## src/rtl/seg_pkg.sv

```systemverilog
// Shared constants for the seven-segment scan decoder: active-low segment
// patterns (bit order g..a), digit count and FSM state encoding.
package seg_pkg;

  localparam int NUM_DIGITS = 8;

  localparam logic [6:0] SEG_0     = 7'h40;
  localparam logic [6:0] SEG_1     = 7'h79;
  localparam logic [6:0] SEG_2     = 7'h24;
  localparam logic [6:0] SEG_3     = 7'h30;
  localparam logic [6:0] SEG_4     = 7'h19;
  localparam logic [6:0] SEG_5     = 7'h12;
  localparam logic [6:0] SEG_6     = 7'h02;
  localparam logic [6:0] SEG_7     = 7'h78;
  localparam logic [6:0] SEG_8     = 7'h00;
  localparam logic [6:0] SEG_9     = 7'h10;
  localparam logic [6:0] SEG_A     = 7'h08;
  localparam logic [6:0] SEG_B     = 7'h03;
  localparam logic [6:0] SEG_C     = 7'h46;
  localparam logic [6:0] SEG_D     = 7'h21;
  localparam logic [6:0] SEG_E     = 7'h06;
  localparam logic [6:0] SEG_F     = 7'h0E;
  localparam logic [6:0] SEG_BLANK = 7'h7F;

  typedef enum logic [1:0] {
    ST_IDLE,
    ST_SETTLE,
    ST_HELD
  } state_t;

endpackage

```

## src/rtl/seg7_pattern_decode.sv

```systemverilog
// Combinational pattern -> digit lookup. Hex letters A..F are recognised only
// when SEG_DEC_HEX_EN is defined; otherwise they fall into the unknown set.
module seg7_pattern_decode
  import seg_pkg::*;
(
  input  logic [6:0] pattern,
  output logic       known,
  output logic       blank,
  output logic [3:0] value
);

  // known covers both digits and the blank pattern; blank flags the latter
  always_comb begin
    known = 1'b1;
    blank = 1'b0;
    value = 4'h0;
    case (pattern)
      SEG_0:     value = 4'h0;
      SEG_1:     value = 4'h1;
      SEG_2:     value = 4'h2;
      SEG_3:     value = 4'h3;
      SEG_4:     value = 4'h4;
      SEG_5:     value = 4'h5;
      SEG_6:     value = 4'h6;
      SEG_7:     value = 4'h7;
      SEG_8:     value = 4'h8;
      SEG_9:     value = 4'h9;
`ifdef SEG_DEC_HEX_EN
      SEG_A:     value = 4'hA;
      SEG_B:     value = 4'hB;
      SEG_C:     value = 4'hC;
      SEG_D:     value = 4'hD;
      SEG_E:     value = 4'hE;
      SEG_F:     value = 4'hF;
`else
`endif
      SEG_BLANK: blank = 1'b1;
      default:   known = 1'b0;
    endcase
  end

endmodule

```

## src/rtl/seg_scan_decoder.sv

```systemverilog
// Decodes a multiplexed 8-digit active-low seven-segment bus into a digit
// snapshot. Hex decode is enabled by SEG_DEC_HEX_EN (in seg7_pattern_decode).
module seg_scan_decoder
  import seg_pkg::*;
#(
  parameter int STABLE_CYCLES = 4
) (
  input  logic        clk,
  input  logic        rst_n,
  input  logic [7:0]  seg,
  input  logic [7:0]  sel,
  output logic [31:0] digits_o,
  output logic [7:0]  dp_o,
  output logic [7:0]  valid_o,
  output logic        frame_done,
  output logic        err
);

  localparam logic [7:0] CAP_CNT = 8'(STABLE_CYCLES - 1);

  logic [15:0] sync1, sync2, prev;
  logic [1:0]  fill;
  logic [7:0]  cnt, sel_n, mask;
  logic        chg, capture, sel_blank, sel_one;
  logic        known, blank;
  logic [3:0]  value;
  state_t      state, state_nxt;

  // fill masks the pseudo-change as the reset value of the synchronizer drains,
  // so a value held across reset is never treated as fresh
  always_ff @(posedge clk) begin
    if (!rst_n) begin
      sync1 <= '1;
      sync2 <= '1;
      prev  <= '1;
      fill  <= 2'd0;
      cnt   <= 8'd0;
      state <= ST_IDLE;
    end else begin
      sync1 <= {seg, sel};
      sync2 <= sync1;
      prev  <= sync2;
      if (fill != 2'd3) fill <= fill + 2'd1;
      if (sync2 != prev)     cnt <= 8'd0;
      else if (cnt != 8'hFF) cnt <= cnt + 8'd1;
      state <= state_nxt;
    end
  end

  assign chg       = (sync2 != prev) && (fill == 2'd3);
  assign sel_n     = ~sync2[7:0];
  assign sel_blank = (sel_n == 8'd0);
  assign sel_one   = !sel_blank && ((sel_n & (sel_n - 8'd1)) == 8'd0);

  always_comb begin
    state_nxt = state;
    capture   = 1'b0;
    case (state)
      ST_IDLE:   if (chg) state_nxt = ST_SETTLE;
      ST_SETTLE: begin
        if (!chg && cnt == CAP_CNT) begin
          state_nxt = ST_HELD;
          capture   = 1'b1;
        end
      end
      ST_HELD:   if (chg) state_nxt = ST_SETTLE;
      default:   state_nxt = ST_IDLE;
    endcase
  end

  seg7_pattern_decode u_dec (
    .pattern (sync2[14:8]),
    .known   (known),
    .blank   (blank),
    .value   (value)
  );

  always_ff @(posedge clk) begin
    if (!rst_n) begin
      digits_o   <= 32'd0;
      dp_o       <= 8'd0;
      valid_o    <= 8'd0;
      mask       <= 8'd0;
      frame_done <= 1'b0;
      err        <= 1'b0;
    end else begin
      err        <= 1'b0;
      frame_done <= 1'b0;
      if (capture && !sel_blank) begin
        if (!sel_one || !known) err <= 1'b1;
        if (sel_one) begin
          for (int n = 0; n < NUM_DIGITS; n++) begin
            if (sel_n[n]) begin
              if (known) begin
                digits_o[4*n +: 4] <= blank ? 4'h0 : value;
                dp_o[n]            <= ~sync2[15];
                valid_o[n]         <= ~blank;
              end else begin
                valid_o[n]         <= 1'b0;
              end
            end
          end
          // completing capture closes the frame; mask restarts empty
          if (known) begin
            if ((mask | sel_n) == 8'hFF) begin
              frame_done <= 1'b1;
              mask       <= 8'd0;
            end else begin
              mask       <= mask | sel_n;
            end
          end
        end
      end
    end
  end

endmodule

```

## config.mk

```make
export PLATFORM = sky130hd
export DESIGN_NAME = seg_scan_decoder
export DESIGN_NICKNAME = d
export VERILOG_FILES = /design/src/rtl/seg_pkg.sv /design/src/rtl/seg7_pattern_decode.sv /design/src/rtl/seg_scan_decoder.sv
export SDC_FILE = /design/constraint.sdc
export NUM_CORES = 1
export LEC_CHECK = 0
export ABC_AREA = 1
export ABC_CLOCK_PERIOD_IN_PS = 2400
export CELL_PAD_IN_SITES_DETAIL_PLACEMENT = 0
export CELL_PAD_IN_SITES_GLOBAL_PLACEMENT = 1
export CORE_AREA = 3 3 131 133
export CTS_BUF_LIST = sky130_fd_sc_hd__clkbuf_8
export DETAILED_ROUTE_END_ITERATION = 8
export DIE_AREA = 0 0 134 136
export PLACE_DENSITY_LB_ADDON = 0.05
export SYNTH_ARGS = -nofsm -noshare
export SYNTH_HDL_FRONTEND = slang
export SYNTH_SLANG_ARGS = --single-unit
export TNS_END_PERCENT = 30
```

## constraint.sdc

```tcl
create_clock -name clk -period 2.4 [get_ports clk]
set_input_delay 0.36 -clock clk [delete_from_list [all_inputs] [get_ports clk]]
set_output_delay 0.36 -clock clk [all_outputs]
set_load 0.01 [all_outputs]
```

## After elaboration in Yosys (flattened, before gate mapping)

Index checks and enable logic that the tools add are counted.

- Bits in registers: 118
- Word-level logic and storage cells: 111

- $add $sub $neg: 3
- Eq/ne operators: 20
- Mux-type cells: 13
- Bitwise logic cells: 6
- Reductions and logical operators: 36

Operators by type and width:

| operator | number |
|---|---|
| $pmux W4 S9 | 1 |
| $reduce_and A4 Y1 | 9 |
| $eq A7 B7 Y1 const B | 4 |
| $reduce_and A3 Y1 | 9 |
| $eq A7 B5 Y1 const B | 3 |
| $logic_not A8 Y1 | 2 |
| $ne A16 B16 Y1 | 1 |
| $eq A7 B6 Y1 const B | 2 |
| $reduce_or A11 Y1 | 1 |
| $add A8 B1 Y8 const B | 1 |
| $and A8 B8 Y8 | 1 |
| $eq A8 B2 Y1 const B | 1 |
| $eq A8 B8 Y1 const B | 1 |
| $mux W8 | 1 |
| $ne A8 B8 Y1 const B | 1 |
| $not A8 Y8 | 1 |
| $or A8 B8 Y8 | 1 |
| $sub A8 B1 Y8 const B | 1 |
| $eq A7 B2 Y1 const B | 1 |
| $logic_not A7 Y1 | 1 |
| $mux W1 | 7 |
| $eq A2 B2 Y1 const B | 2 |
| $logic_and A1 B1 Y1 | 4 |
| $logic_not A1 Y1 | 4 |
| other kinds (12) | 18 |

## Depth between registers and ports, before layout

- Word-level depth: 8
- Depth in mapped cells: 14
- Depth with buffers taken out: 14

## Modules after synthesis

A second synthesis with hierarchy kept.

- Cells, all modules: 612
- Area, all modules: 4754.6 um2

By module, submodules not included:

| module | instances | cells each | area each (um2) | sequential area each (um2) |
|---|---|---|---|---|
| seg_scan_decoder | 1 | 561 | 4521.8 | 2362.3 |
| seg7_pattern_decode | 1 | 51 | 232.7 | 0.0 |

## Least setup slack after synthesis

No wires, ideal clock.

- Path kind: flip-flop to flip-flop
- Start: register sync2[10]
- End: register digits_o[3]
- Setup time: 0.132 ns
- Arrival time: 1.595 ns
- Path slack: 0.673 ns
- Cell stages (with the launch flop): 15
- Buffers on the path: 1
- Period minus slack after synthesis: 1.727 ns
- Path through: dfxtp_1 -> inv_2 -> nand2_1 -> nand2_1 -> nor2_1 -> nand2_1 -> nor2_1 -> nand2_2 -> nand2_4 -> nand3_2 -> nor2_4 -> buf_4 -> nand3_2 -> nand2_1 -> a21oi_1

- Cells in the longest elaborated chain, start to end: 8
- Elaborated cells on any way between the ends: 24

RTL lines:

| item | line | source |
|---|---|---|
| from (decl) | seg_scan_decoder.sv:21 | `logic [15:0] sync1, sync2, prev;` |
| from (signal assigned) | seg_scan_decoder.sv:41 | `sync2 <= sync1;` |
| $ne A16 B16 Y1 | seg_scan_decoder.sv:50 | `assign chg = (sync2 != prev) && (fill == 2'd3);` |
| $logic_and A1 B1 Y1 | seg_scan_decoder.sv:50 |  |
| $logic_not A1 Y1 | seg_scan_decoder.sv:61 | `if (!chg && cnt == CAP_CNT) begin` |
| $logic_and A1 B1 Y1 | seg_scan_decoder.sv:61 |  |
| $mux W1 | seg_scan_decoder.sv:61 |  |
| $mux W1 | seg_scan_decoder.sv:58 | `case (state)` |
| $logic_and A1 B1 Y1 | seg_scan_decoder.sv:89 | `if (capture && !sel_blank) begin` |
| $reduce_and A4 Y1 (no source line) | n/a |  |
| to (signal, indexed assignment) | seg_scan_decoder.sv:95 | `digits_o[4*n +: 4] <= blank ? 4'h0 : value;` |
| to (decl) | seg_scan_decoder.sv:12 | `output logic [31:0] digits_o,` |

Several ways; a longest one is shown, not always the timed one.
A chain may end at the register's enable or synchronous reset.

## Worst setup path in the final report

- Start: register sync2[0]
- End: register digits_o[13]

- Cells in the longest elaborated chain, start to end: 8
- Elaborated cells on any way between the ends: 15

RTL lines:

| item |
|---|
| parallel branches: the longest is 7 deep, another holds $sub A8 B1 Y8 |
| $reduce_and A4 Y1 (no source line) * |

Mark *: on every way between the ends.

==> flow_metrics.env <==
export IMPL_run_status="finished clean"
export IMPL_powerDensity_nw_per_um2=699
export IMPL_fmax_mhz=472
export IMPL_min_period_over_period_pct=88.2
export IMPL_start_util_pct=30.1
export IMPL_final_max_slew_viol_count=0
export IMPL_critPathSlowestCell="dfxtp_1"
export IMPL_startpoint_type="flip-flop"
export IMPL_syn_inst=631
export IMPL_post_drt_wl_per_cell_um=13.9
export IMPL_h_tree_depth=4
export IMPL_p_seq_share_pct=46.8
export IMPL_critical_path_class="reg2reg"
export IMPL_viasPerCell=4.41
export IMPL_relSlewSlack_pct=66.8
export IMPL_cp_startpoint="sync2[0]"
export IMPL_r2r_start="sync2[0]"
export IMPL_final_cell_area_um2=6200
export IMPL_fin_tns_setup_ns=0
export IMPL_ir_worst_vdd_uv=336
export IMPL_drtIter0Drc=181
export IMPL_multiInputGateArea_um2=2120
export IMPL_clkPwrFrac_pct=46.7
export IMPL_hold_buffers=0
export IMPL_tightest_slew_ns=0.494
export IMPL_rows=46
export IMPL_ys_ff_latch=118
export IMPL_power_switching_mw=1.15
export IMPL_clock_path_buffers=2
export IMPL_nFillCells=1664
export IMPL_register_area_um2=2360
export IMPL_synth_avg_cell_area_um2=7.60
export IMPL_cts_root_buffer="clkbuf_8"
export IMPL_hold_violations=0
export IMPL_drt_pass1_iterations=5
export IMPL_rrSetupSlack_ns=0.28
export IMPL_synth_seq_area_share_pct=49.2
export IMPL_swShare_pct=26.6
export IMPL_cp_required_ns=2.71
export IMPL_clk_pin_slew_ns=0.08
export IMPL_top_usage_layer="met2"
export IMPL_cts_buffers_inserted=17
export IMPL_grt_setup_unrepaired="true"
export IMPL_p_int_mw=3.19
export IMPL_die_x_um=134
export IMPL_path_common_cell="nand2_1"
export IMPL_fin_util_pct=38.9
export IMPL_vias=4156
export IMPL_holdWs_ns=0.419
export IMPL_power_mw=4.34
export IMPL_hold_start="sync1[11]"
export IMPL_yosysUniqueCellTypes=33
export IMPL_n_antenna_cell=0
export IMPL_met3_usage_pct=4.48
export IMPL_ant_nets=0
export IMPL_drc=0
export IMPL_areaGrowthSynthToFinish_pct=29.3
export IMPL_dieArea_um2=18200
export IMPL_drive_gt1_share_pct=17.8
export IMPL_dp_hpwl_mm=9.31
export IMPL_met2_usage_pct=24.1
export IMPL_wl_mm=13.1
export IMPL_antenna_found_initial=0
export IMPL_core_um2=15900
export IMPL_crit_family="simple AND/OR/NAND/NOR gates"
export IMPL_globalplace_congestion=0.843
export IMPL_worst_path_buf_inv=2
export IMPL_synth_nets=651
export IMPL_grt_pass1_wl_mm=21.3
export IMPL_skew_ns=0.0111
export IMPL_track_usage_pct=15.1
export IMPL_crit_arrival_ns=2.43
export IMPL_clock_sinks=118
export IMPL_io_buffer_count=67
export IMPL_cts_tree="built"
export IMPL_path_cells="inv_2 > nand2_1 > nand2_1 > nor2_1 > nand2_1 > nor2_1 > nand2_2 > nand2_4 > nand3_2 > nor2_4 > buf_4 > nand3_2 > nand2_1 > a21oi_1"
export IMPL_worstSkewPairLatency_ns=0.44
export IMPL_dpl_cell_area_um2=5740
export IMPL_use_met1_pct=19.7
export IMPL_path_max_fanout=15
export IMPL_crit_path_end_kind="flip-flop"
export IMPL_yosysWarnings=0
export IMPL_max_cap_violations=0
export IMPL_leakage_nw=2.53
export IMPL_grt_max_degree=47
export IMPL_p_comb_share_pct=6.5
export IMPL_final_setup_viol_count=0
export IMPL_hold_class="reg2reg"
export IMPL_min_period_ns=2.12
export IMPL_io_pin_count=68
export IMPL_synth_area_um2=4800
export IMPL_layout_nets=733
export IMPL_slowest_delay_ns=0.45
export IMPL_die_height_um=136
export IMPL_overflow=0
export IMPL_grt_pass1_vias=4137
==> logic make-up (layout without fill, tap and decap cells) <==
group | after synthesis | after routing | share of synthesized area [%]
compound gates | 69 | 69 | 7.56
fa+ha+maj | 2 | 2 | 0.522
flops | 118 | 118 | 49.2
xor+xnor | 3 | 3 | 0.548
buf+inv | 75 | 170 | 6.70
simple gates | 364 | 364 | 35.4
==> sequential cells by signal, summed over array words and instances (netlist names) <==
register    count
cnt             8
digits_o       32
dp_o            8
err             1
fill            2
frame_done      1
mask            8
prev           16
state           2
sync1          16
sync2          16
valid_o         8
==> cell type report <==
class                           count  share of cell area [%]
Clock inverter                     15                    3.31
Clock buffer                       17                    3.77
Sequential cell                   118                    38.1
Timing Repair Buffer               82                    12.8
Multi-Input combinational cell    438                    34.2
Tap cell                          216                    4.36
Inverter                           56                    3.43
==> layout by cell type (no fill, tap or decap), types with 5 or more instances in the layout <==
cell type,n
a21oi_1,55
buf_4,14
clkbuf_8,17
clkdlybuf4s50_1,67
dfxtp_1,118
inv_1,35
inv_2,20
inv_6,6
nand2_1,169
nand3_1,60
nand3_2,7
nand4_1,5
nor2_1,61
nor3_1,8
or2_2,37
==> metal layers <==
layer	up-vias	part of all wire [%]
li1	2178	-
met1	1892	48
met2	80	46
met3	6	4.6
met4	0	0.75
met5	-	0
==> final timing paths <==
path                  end  depth (start not counted)
max          digits_o[13]                         14
min             sync2[11]                          1
max reg2reg  digits_o[13]                         14
min reg2reg     sync2[11]                          1
==> power by group through the flow <==
stage,Combinational (mW),Sequential (mW),Clock (mW)
2_1_floorplan,0.188,2.07,0
3_3_place_gp,0.277,2.08,0
3_5_place_dp,0.281,2.08,0
4_1_cts,0.283,2.03,2.11
5_1_grt,0.320,2.04,2.19
6_report,0.280,2.03,2.03
==> worst register-to-register path: cells and delay by family (launching register included) <==
family / cells / cell delay, ns
buf+inv: 2 / 0.30
compound gates: 1 / 0.06
flops: 1 / 0.45
simple gates: 11 / 1.18
==> cells in the mapped netlist <==
library cell | n | share of area (%)
ha_1 | 2 | 0.52
nor2_1 | 62 | 4.9
a21oi_1 | 55 | 5.7
inv_4 | 1 | 0.13
nor2_2 | 4 | 0.52
o21ai_0 | 4 | 0.42
buf_4 | 2 | 0.31
xor2_1 | 3 | 0.55
nand3_1 | 60 | 6.3
buf_6 | 4 | 0.94
nand4_4 | 1 | 0.44
or4_1 | 1 | 0.16
a31oi_1 | 3 | 0.39
o211ai_1 | 1 | 0.16
inv_2 | 20 | 1.6
nand2_1 | 170 | 13
nand2_2 | 3 | 0.39
o21a_1 | 1 | 0.16
nor3_4 | 1 | 0.34
clkbuf_1 | 11 | 0.86
nor3_1 | 8 | 0.83
nor2_4 | 3 | 0.70
buf_1 | 2 | 0.16
nand2_4 | 1 | 0.23
or2_2 | 37 | 4.8
o21ai_2 | 1 | 0.18
inv_1 | 35 | 2.7
nand4_1 | 5 | 0.65
o21ai_1 | 3 | 0.31
nand3_2 | 7 | 1.5
nor4_4 | 1 | 0.44
o211a_1 | 1 | 0.21
dfxtp_1 | 118 | 49
==> per-stage QoR <==
step | cells | setup WS [ns]
2_1_floorplan | 631 | 0.673
3_3_place_gp | 908 | -0.00795
3_5_place_dp | 908 | -0.00632
4_1_cts | 940 | 0.122
5_1_grt | 942 | -0.0103
6_report | 942 | 0.283
==> timing repair <==
action,4_1_cts,5_1_grt
pin swaps,0,1
endpoints found under the setup margin,5,28
resized for setup,1,2
gates cloned,0,0
endpoints found under the hold margin,0,0
buffers inserted,0,2
Note: power is estimated with default switching activity, not from simulation.
